$ cat src/rtl/ahb_aer_xmt_buf_pkg.sv
// Shared constants for the AHB AER transmit buffer: register map, AHB encodings, CTRL bits
// and the data-phase state type.
package ahb_aer_pkg;

    // Register index is addr[4:3]; byte offsets 0x00/0x08/0x10/0x18
    localparam logic [1:0] REG_DATA   = 2'd0;
    localparam logic [1:0] REG_STATUS = 2'd1;
    localparam logic [1:0] REG_CTRL   = 2'd2;
    localparam logic [1:0] REG_THRESH = 2'd3;

    localparam logic [1:0] HTRANS_IDLE   = 2'b00;
    localparam logic [1:0] HTRANS_BUSY   = 2'b01;
    localparam logic [1:0] HTRANS_NONSEQ = 2'b10;
    localparam logic [1:0] HTRANS_SEQ    = 2'b11;

    localparam logic HRESP_OKAY  = 1'b0;
    localparam logic HRESP_ERROR = 1'b1;

    localparam logic [2:0] HSIZE_DWORD = 3'b011;

    localparam int unsigned CTRL_DRAIN  = 0;
    localparam int unsigned CTRL_FLUSH  = 1;
    localparam int unsigned CTRL_IRQ_EN = 2;

    typedef enum logic [1:0] {DP_IDLE, DP_WAIT, DP_ERR1, DP_ERR2} dp_state_e;

endpackage

$ cat src/rtl/ahb_aer_xmt_buf_sync_fifo.sv
// Show-ahead synchronous FIFO with push/pop/flush and an occupancy count one bit wider than
// the pointers so that full is level == DEPTH.
module sync_fifo #(
    parameter int unsigned WIDTH = 32,
    parameter int unsigned DEPTH = 16
) (
    input  logic                     clk,
    input  logic                     rst,
    input  logic                     push,
    input  logic [WIDTH-1:0]         wdata,
    input  logic                     pop,
    input  logic                     flush,
    output logic [WIDTH-1:0]         head,
    output logic                     full,
    output logic                     empty,
    output logic [$clog2(DEPTH):0]   level
);
    localparam int unsigned AW = $clog2(DEPTH);

    logic [WIDTH-1:0] mem [DEPTH];
    logic [AW-1:0]    wr_ptr;
    logic [AW-1:0]    rd_ptr;
    logic             do_push;
    logic             do_pop;

    assign full    = (level == (AW+1)'(DEPTH));
    assign empty   = (level == '0);
    assign head    = mem[rd_ptr];
    assign do_pop  = pop && !empty;
    // A push into a full FIFO is only legal alongside a pop that frees the slot
    assign do_push = push && (!full || do_pop);

    always_ff @(posedge clk or posedge rst) begin
        if (rst) begin
            wr_ptr <= '0;
            rd_ptr <= '0;
            level  <= '0;
            for (int i = 0; i < int'(DEPTH); i++) begin
                mem[i] <= '0;
            end
        end else if (flush) begin
            wr_ptr <= '0;
            rd_ptr <= '0;
            level  <= '0;
        end else begin
            if (do_push) begin
                mem[wr_ptr] <= wdata;
                wr_ptr      <= wr_ptr + AW'(1);
            end
            if (do_pop) begin
                rd_ptr <= rd_ptr + AW'(1);
            end
            if (do_push && !do_pop) begin
                level <= level + (AW+1)'(1);
            end else if (do_pop && !do_push) begin
                level <= level - (AW+1)'(1);
            end
        end
    end

endmodule

$ cat src/rtl/ahb_aer_xmt_buf.sv
// AHB-Lite slave that buffers AER event words in a FIFO and streams them to the AER
// transmitter; AHB peripheral_in modport signals appear here as flat ports.
module ahb_aer_xmt_buf
    import ahb_aer_pkg::*;
#(
    parameter int unsigned AWIDTH = 32,
    parameter int unsigned DWIDTH = 64,
    parameter int unsigned EWIDTH = 32,
    parameter int unsigned DEPTH  = 16
) (
    input  logic              clk,
    input  logic              rst,
    input  logic              sel,
    input  logic [AWIDTH-1:0] addr,
    input  logic              write,
    input  logic [2:0]        size,
    input  logic [1:0]        trans,
    input  logic              ready,
    input  logic [DWIDTH-1:0] wdata,
    output logic              ready_out,
    output logic              resp,
    output logic [DWIDTH-1:0] rdata,
    output logic [EWIDTH-1:0] aer_data_o,
    output logic              aer_valid_o,
    input  logic              aer_ready_i,
    output logic              irq_o
);
    localparam int unsigned LW = $clog2(DEPTH) + 1;

    dp_state_e         state;
    logic [1:0]        dp_reg;
    logic              dp_write;
    logic [DWIDTH-1:0] rdata_q;
    logic              drain_en;
    logic              irq_en;
    logic [LW-1:0]     thresh;
    logic              valid_q;
    logic              irq_q;

    logic              fifo_full;
    logic              fifo_empty;
    logic [LW-1:0]     level;
    logic [LW-1:0]     level_next;
    logic [EWIDTH-1:0] head;

    logic              addr_ok;
    logic              addr_err;
    logic              pop;
    logic              stall;
    logic              wr_done;
    logic              push;
    logic              ctrl_wr;
    logic              flush;
    logic              drain_next;
    logic [DWIDTH-1:0] rd_val;
    logic              unused_bits;

    assign addr_ok  = sel && trans[1] && ready;
    assign addr_err = (size != HSIZE_DWORD) || (addr[AWIDTH-1:5] != '0);
    assign pop      = valid_q && aer_ready_i;
    // DATA write into a full FIFO waits until the transmitter takes a word this same cycle
    assign stall    = (state == DP_WAIT) && dp_write && (dp_reg == REG_DATA) && fifo_full && !pop;

    assign ready_out = (state != DP_ERR1) && !stall;
    assign resp      = (state == DP_ERR1 || state == DP_ERR2) ? HRESP_ERROR : HRESP_OKAY;

    assign wr_done    = (state == DP_WAIT) && dp_write && !stall;
    assign push       = wr_done && (dp_reg == REG_DATA);
    assign ctrl_wr    = wr_done && (dp_reg == REG_CTRL);
    assign flush      = ctrl_wr && wdata[CTRL_FLUSH];
    assign drain_next = ctrl_wr ? wdata[CTRL_DRAIN] : drain_en;

    assign unused_bits = ^{addr[2:0], trans[0], wdata};

    sync_fifo #(
        .WIDTH (EWIDTH),
        .DEPTH (DEPTH)
    ) u_fifo (
        .clk   (clk),
        .rst   (rst),
        .push  (push),
        .wdata (wdata[EWIDTH-1:0]),
        .pop   (pop),
        .flush (flush),
        .head  (head),
        .full  (fifo_full),
        .empty (fifo_empty),
        .level (level)
    );

    always_comb begin
        level_next = level;
        if (flush) begin
            level_next = '0;
        end else if (push && !pop) begin
            level_next = level + LW'(1);
        end else if (pop && !push) begin
            level_next = level - LW'(1);
        end
    end

    always_comb begin
        rd_val = '0;
        case (addr[4:3])
            REG_STATUS: begin
                rd_val[2 +: LW] = level;
                rd_val[1]       = fifo_full;
                rd_val[0]       = fifo_empty;
            end
            REG_CTRL: begin
                rd_val[CTRL_DRAIN]  = drain_en;
                rd_val[CTRL_IRQ_EN] = irq_en;
            end
            REG_THRESH: rd_val[LW-1:0] = thresh;
            default: ;
        endcase
    end

    always_ff @(posedge clk or posedge rst) begin
        if (rst) begin
            state    <= DP_IDLE;
            dp_reg   <= REG_DATA;
            dp_write <= 1'b0;
            rdata_q  <= '0;
        end else if (state == DP_ERR1) begin
            state <= DP_ERR2;
        end else if (ready_out) begin
            if (addr_ok) begin
                state    <= addr_err ? DP_ERR1 : DP_WAIT;
                dp_reg   <= addr[4:3];
                dp_write <= write;
                // Read data is captured at the address edge, so it reflects pre-update state
                if (!addr_err && !write) begin
                    rdata_q <= rd_val;
                end
            end else begin
                state <= DP_IDLE;
            end
        end
    end

    always_ff @(posedge clk or posedge rst) begin
        if (rst) begin
            drain_en <= 1'b0;
            irq_en   <= 1'b0;
            thresh   <= '0;
        end else if (wr_done) begin
            if (dp_reg == REG_CTRL) begin
                drain_en <= wdata[CTRL_DRAIN];
                irq_en   <= wdata[CTRL_IRQ_EN];
            end
            if (dp_reg == REG_THRESH) begin
                thresh <= wdata[LW-1:0];
            end
        end
    end

    always_ff @(posedge clk or posedge rst) begin
        if (rst) begin
            valid_q <= 1'b0;
            irq_q   <= 1'b0;
        end else begin
            if (flush) begin
                valid_q <= 1'b0;
            end else if (valid_q && !aer_ready_i) begin
                valid_q <= 1'b1;
            end else begin
                valid_q <= drain_next && (level_next != '0);
            end
            irq_q <= irq_en && (level <= thresh);
        end
    end

    assign rdata       = rdata_q;
    assign aer_data_o  = head;
    assign aer_valid_o = valid_q;
    assign irq_o       = irq_q;

endmodule

$ cat config.mk
export PLATFORM = sky130hd
export DESIGN_NAME = ahb_aer_xmt_buf
export DESIGN_NICKNAME = d
export VERILOG_FILES = /design/src/rtl/ahb_aer_xmt_buf_pkg.sv /design/src/rtl/ahb_aer_xmt_buf_sync_fifo.sv /design/src/rtl/ahb_aer_xmt_buf.sv
export SDC_FILE = /design/constraint.sdc
export NUM_CORES = 1
export LEC_CHECK = 0
export CAP_MARGIN = 20
export CORE_ASPECT_RATIO = 1.75
export CORE_MARGIN = 3
export CORE_UTILIZATION = 63
export CTS_CLUSTER_SIZE = 30
export DETAILED_ROUTE_END_ITERATION = 10
export HOLD_SLACK_MARGIN = 0.12
export PLACE_DENSITY_LB_ADDON = 0.15
export SYNTH_ARGS = -nofsm -noshare
export SYNTH_HDL_FRONTEND = slang
export SYNTH_SLANG_ARGS = --single-unit
export TNS_END_PERCENT = 10
$ cat constraint.sdc
create_clock -name clk -period 36.1 [get_ports clk]
set_input_delay 7.22 -clock clk [delete_from_list [all_inputs] [get_ports clk]]
set_output_delay 7.22 -clock clk [all_outputs]
set_load 0.01 [all_outputs]
==> impl_metrics.env, run 1 <==
export IMPL_detail_route_wirelength_mm=56.6
export IMPL_num_antenna_cells=0
export IMPL_rows=97
export IMPL_place_port_buffers=113
export IMPL_status="finished, final reports clean"
export IMPL_pin_count=207
export IMPL_postSynthRegisterBits=546
export IMPL_post_drt_wl_per_cell_um=25.3
export IMPL_post_cts_hold_buffer_count=0
export IMPL_layout_core_utilization=0.712
export IMPL_initial_core_util=0.642
export IMPL_grt_util_all_layers=0.265
export IMPL_grt_overflow=0
export IMPL_grt_max_degree=187
export IMPL_layout_drive_gt1_share=0.479
export IMPL_final_setup_tns_ns=0
export IMPL_clock_skew_ns=0.0177
export IMPL_timing_max_transition_violations_final=0
export IMPL_seq_area_mm2=0.0137
export IMPL_multi_input_comb_area_mm2=0.0113
export IMPL_tritoncts_num_sinks=546
export IMPL_globalplace_congestion=0.826
export IMPL_number_of_flops_mapped_to_enable_cells_by_yosys=0
export IMPL_yosys_top_cells_count="dfrtp_1, mux2_2, mux4_2, mux2_4, buf_4"
export IMPL_fraction_of_synthesized_cell_area_taken_by_the_top_area_cell_type=0.527
export IMPL_power_density_mw_per_mm2=57.1
export IMPL_grt_antenna_before_repair=0
export IMPL_max_cap_violations=0
export IMPL_finish_net_count=1776
export IMPL_crit_fanout=9
export IMPL_register_bank_with_the_most_flops="u_fifo.mem"
export IMPL_timing_worst_setup_path_type="in2out"
export IMPL_largest_register_ffs=512
export IMPL_mappedNetlistArea_mm2=0.0259
export IMPL_chipHeight_um=274
export IMPL_drc_errors=0
export IMPL_via_per_inst=6.21
export IMPL_critPathRequiredTime_ns=28.88
export IMPL_tritoncts="done"
export IMPL_cts_htree_levels=2
export IMPL_fill_cells=2643
export IMPL_die_width_um=159
export IMPL_coreArea_mm2=0.0404
export IMPL_drtIter0Drc=791
export IMPL_yosys_most_used_dff="dfrtp_1"
export IMPL_grt_first_pass_wirelength_mm=89.6
export IMPL_timing_worst_slew_pin_value_ns=1.15
export IMPL_rsz0062_at_grt="false"
export IMPL_clockRootBuffer="clkbuf_16"
export IMPL_ys_top_cells_by_area="dfrtp_1, mux2_2, mux4_2"
export IMPL_setup_worst_path_end_class="output pin"
export IMPL_worst_ep_arrival_time_ns=8.90
export IMPL_finalCriticalPeriod_ns=16.12
export IMPL_report_final_setup_viol=0
export IMPL_synth_most_common_cell="dfrtp_1"
export IMPL_yosysUniqueCellTypes=54
export IMPL_numCtsBuffers=49
export IMPL_synth_largest_area_cell="dfrtp_1"
export IMPL_cts_repair_resize_count=0
export IMPL_drtAntennaViolNets=0
export IMPL_vias_in_the_first_global_route=15400
export IMPL_timing_hold_worst_class="reg2reg"
export IMPL_p_leak_nw=13.7
export IMPL_final_min_period_over_clock_period=0.447
export IMPL_post_synth_cell_area_avg_um2=16.2
export IMPL_dp_final_hpwl_mm=31.3
export IMPL_synthesis_instances=1598
export IMPL_synth_sequential_area_ratio=0.527
export IMPL_die_area_mm2=0.0438
export IMPL_async_flop_share=1.00
export IMPL_dr_pass1_iters=4
export IMPL_via_count=13900
export IMPL_cts_setup_buffers=0
export IMPL_flow_area_growth_from_synthesis_pct=11.0
export IMPL_fmaxAchievable_mhz=62.0
export IMPL_timing_final_hold_violations=0
export IMPL_timing_slew_headroom=0.234
export IMPL_insertion_delay_of_the_later_clocked_pin_in_the_worst_skew_pair_ns=0.58
export IMPL_vdd_drop_max_mv=0.0479
export IMPL_ys_warn_count=0
export IMPL_worst_setup_path_start_kind="primary input"
export IMPL_clk_pin_slew_ns=0.06
export IMPL_cts_buffer_depth=3
critical path, cell delays in order:
cell and delay, ns:
clkdlybuf4s50_1 0.44, and2_1 0.27, o41a_2 0.47, clkdlybuf4s50_1 0.50
power breakdown:
part           switching, mW  internal [mW]
combinational          0.169          0.205
sequential            0.0675          0.667
clock                  0.226          0.309
total                  0.462           1.18
logic make-up (layout without fill, tap and decap cells):
logic type,Yosys count,count (layout),share of synthesized area
multiplexers,687,687,0.386
flip-flops,546,546,0.527
buffers and inverters,202,242,0.0451
AND/OR/NAND/NOR,104,104,0.0230
AO/OA/AOI/OAI,34,34,0.00955
adder cells (fa/ha/maj),13,13,0.00627
XOR/XNOR,11,11,0.00371
other,1,57,0.000145
cell usage in the layout, fill, tap and decap left out, drive strengths merged, types with 4 or more instances in the layout:
cell type      count
xnor2              4
nand4              8
clkbuf            79
o21ai             13
nor2              15
mux4             160
nor3               4
nor4               6
nor3b              4
xor2               7
ha                13
mux2             524
and3               4
clkinv             4
and2               6
buf               29
inv               12
conb              57
dfrtp            546
clkdlybuf4s50    113
nand2             34
bufinv             4
metal layers:
layer,track usage,wire length (um),vias up
li1,-,-,5918
met1,0.345,22800,7554
met2,0.471,30300,331
met3,0.0367,2200,89
met4,0.0733,1330,0
met5,0,0,-
final cells by class:
cell class              count  share of cell area
flip-flops and latches    546               0.475
multi-input cells         906               0.394
clock buffers              79              0.0514
repair buffers            142              0.0488
well taps                 544              0.0236
clock inverters            10             0.00543
inverters                  11             0.00169
worst paths after layout:
kind,startpoint,slack (ns),end,depth (start not counted)
worst max-delay path,aer_ready_i,19.98,ready_out,4
worst min-delay path,u_fifo.mem[420],0.50,u_fifo.mem[420],1
worst max register to register,u_fifo.level[0],32.44,u_fifo.mem[84],7
worst min register to register,u_fifo.mem[420],0.50,u_fifo.mem[420],1
max in group asynchronous,rst,25.86,u_fifo.mem[85],6
min in group asynchronous,rst,7.23,u_fifo.mem[90],2
per-stage QoR:
stage / power [mW] / std cells / instance area [um^2] / worst slack, ns / hold WS (ns)
4_1_cts: 1.66 / 2235 / 28700 / 19.98 / 0.503
3_5_place_dp: 1.12 / 2146 / 27100 / 19.99 / 0.487
2_1_floorplan: 1.00 / 1654 / 26200 / 13.62 / 0.474
5_1_grt: 1.72 / 2238 / 28800 / 19.93 / 0.512
6_report: 1.64 / 2238 / 28800 / 19.98 / 0.502
3_3_place_gp: 1.11 / 2146 / 27100 / 20.00 / 0.481
Power figures use the tool's default switching activity.
==> inputs of run 2 (changes only) <==
CORE_UTILIZATION = 53   (was 63)
clock period = 13.5 ns   (was 36.1 ns; I/O delays follow)
==> run 2 against run 1 <==
Cell count rose by 4.8%; sequential power rose to 2.7 times the previous value; clock-buffer cell count fell by 3; via count fell by 0.31%; hold slack got worse by 0.0028 ns; largest cell class unchanged.
==> impl_metrics.env, run 2 (synthesized netlist as in run 1, its figures left out) <==
export IMPL_grt_first_pass_wirelength_mm=91.6
export IMPL_pin_count=207
export IMPL_largest_register_ffs=512
export IMPL_vias_in_the_first_global_route=15200
export IMPL_critPathRequiredTime_ns=10.80
export IMPL_p_leak_nw=13.8
export IMPL_register_bank_with_the_most_flops="u_fifo.mem"
export IMPL_layout_core_utilization=0.602
export IMPL_cts_setup_buffers=0
export IMPL_fill_cells=3617
export IMPL_grt_antenna_before_repair=1
export IMPL_report_final_setup_viol=0
export IMPL_power_density_mw_per_mm2=153
export IMPL_drc_errors=0
export IMPL_grt_met1_usage=0.298
export IMPL_worst_setup_path_start_kind="flop"
export IMPL_area_of_placed_instances_mm2=0.0273
export IMPL_grt_max_degree=195
export IMPL_holdWs_ns=0.499
export IMPL_crit_fanout=44
export IMPL_globalRoute_busiestLayer="met2"
export IMPL_initial_core_util=0.539
export IMPL_timing_slew_headroom=0.231
export IMPL_post_cts_hold_buffer_count=0
export IMPL_tritoncts_num_sinks=546
export IMPL_timing_final_hold_violations=0
export IMPL_detail_route_wirelength_mm=58.5
export IMPL_grt_overflow=0
export IMPL_clockRootBuffer="clkbuf_16"
export IMPL_cts_repair_resize_count=0
export IMPL_cts_htree_levels=2
export IMPL_finish_net_count=1779
export IMPL_final_common_cell="dfrtp_1"
export IMPL_coreArea_mm2=0.0481
export IMPL_globalplace_congestion=0.754
export IMPL_max_cap_violations=0
export IMPL_grt_util_all_layers=0.228
export IMPL_rsz0062_at_grt="false"
export IMPL_timing_worst_setup_path_type="reg2out"
export IMPL_numCtsBuffers=50
export IMPL_layout_drive_gt1_share=0.482
export IMPL_vdd_drop_max_mv=0.105
export IMPL_finalInstanceArea_mm2=0.0290
export IMPL_timing_max_transition_violations_final=0
export IMPL_num_antenna_cells=0
export IMPL_clock_skew_ns=0.0153
export IMPL_drtIter0Drc=821
export IMPL_insertion_delay_of_the_later_clocked_pin_in_the_worst_skew_pair_ns=0.57
export IMPL_timing_worst_slew_pin_value_ns=1.15
export IMPL_timing_hold_worst_class="reg2reg"
export IMPL_final_setup_tns_ns=0
export IMPL_final_min_period_over_clock_period=0.560
export IMPL_post_drt_wl_per_cell_um=24.9
export IMPL_status="finished, final reports clean"
export IMPL_finalCriticalPeriod_ns=7.57
export IMPL_cts_buffer_depth=3
export IMPL_worst_ep_arrival_time_ns=4.87
export IMPL_via_count=13800
export IMPL_clk_pin_slew_ns=0.06
export IMPL_die_area_mm2=0.0518
export IMPL_fmaxAchievable_mhz=132
export IMPL_rows=106
export IMPL_layout_cells_most_common_list="dfrtp_1, mux2_2, mux4_2"
export IMPL_die_width_um=173
export IMPL_drtAntennaViolNets=0
export IMPL_dp_final_hpwl_mm=33.7
export IMPL_dr_pass1_iters=5
export IMPL_flow_area_growth_from_synthesis_pct=11.7
export IMPL_via_per_inst=5.91
export IMPL_global_route_usage_met2=0.404
export IMPL_grt_use_met3=0.0295
export IMPL_place_port_buffers=113
export IMPL_tritoncts="done"
export IMPL_power_total_mw=4.44
export IMPL_setup_worst_path_end_class="output pin"
export IMPL_chipHeight_um=299
-- run 2: area by class of cell --
class	count	area (um^2)	share of cell area
sequential	546	13700	0.472
multi-input combinational	906	11300	0.392
clock buffer	76	1490	0.0515
timing repair buffer	144	1410	0.0486
tap	648	811	0.0280
clock inverter	14	203	0.00699
inverter	11	45.0	0.00155
-- run 2: metrics by stage --
| step | instances | worst slack (ns) |
|---|---|---|
| finish | 2345 | 5.93 |
| global route | 2345 | 5.55 |
| CTS | 2344 | 5.43 |
| detailed placement | 2254 | 6.08 |
| global placement | 2254 | 6.06 |
| floorplan | 1654 | 3.37 |
-- run 2: power breakdown --
part	leakage (nW)	switching, mW	total (mW)	internal (mW)
combinational	5.42	0.448	0.994	0.547
sequential	7.52	0.194	1.98	1.78
clock	0.823	0.610	1.47	0.857
-- run 2: path summary, 6_finish.rpt --
check,slack (ns),end,startpoint,cells after the start
max in group asynchronous,8.28,u_fifo.rd_ptr[1],rst,4
min in group asynchronous,2.66,u_fifo.mem[282],rst,2
max,5.93,aer_data_o[16],u_fifo.rd_ptr[0],6
min,0.50,u_fifo.mem[301],u_fifo.mem[301],1
min reg2reg,0.50,u_fifo.mem[301],u_fifo.mem[301],1
max reg2reg,9.96,u_fifo.mem[51],u_fifo.level[1],7
-- run 2: critical path, cell delays in order (launching register included) --
cell and delay, ns:
dfrtp_4 1.06, buf_4 0.45, buf_16 0.32, buf_4 0.74
mux4_2 0.60, mux4_2 0.54, clkdlybuf4s50_1 0.52
-- run 2: metal layers --
| layer | routed length, um | vias up |
|---|---|---|
| met5 | 13 | - |
| met4 | 1530 | 2 |
| met3 | 2020 | 91 |
| met2 | 30800 | 314 |
| met1 | 24100 | 7505 |
| li1 | - | 5937 |
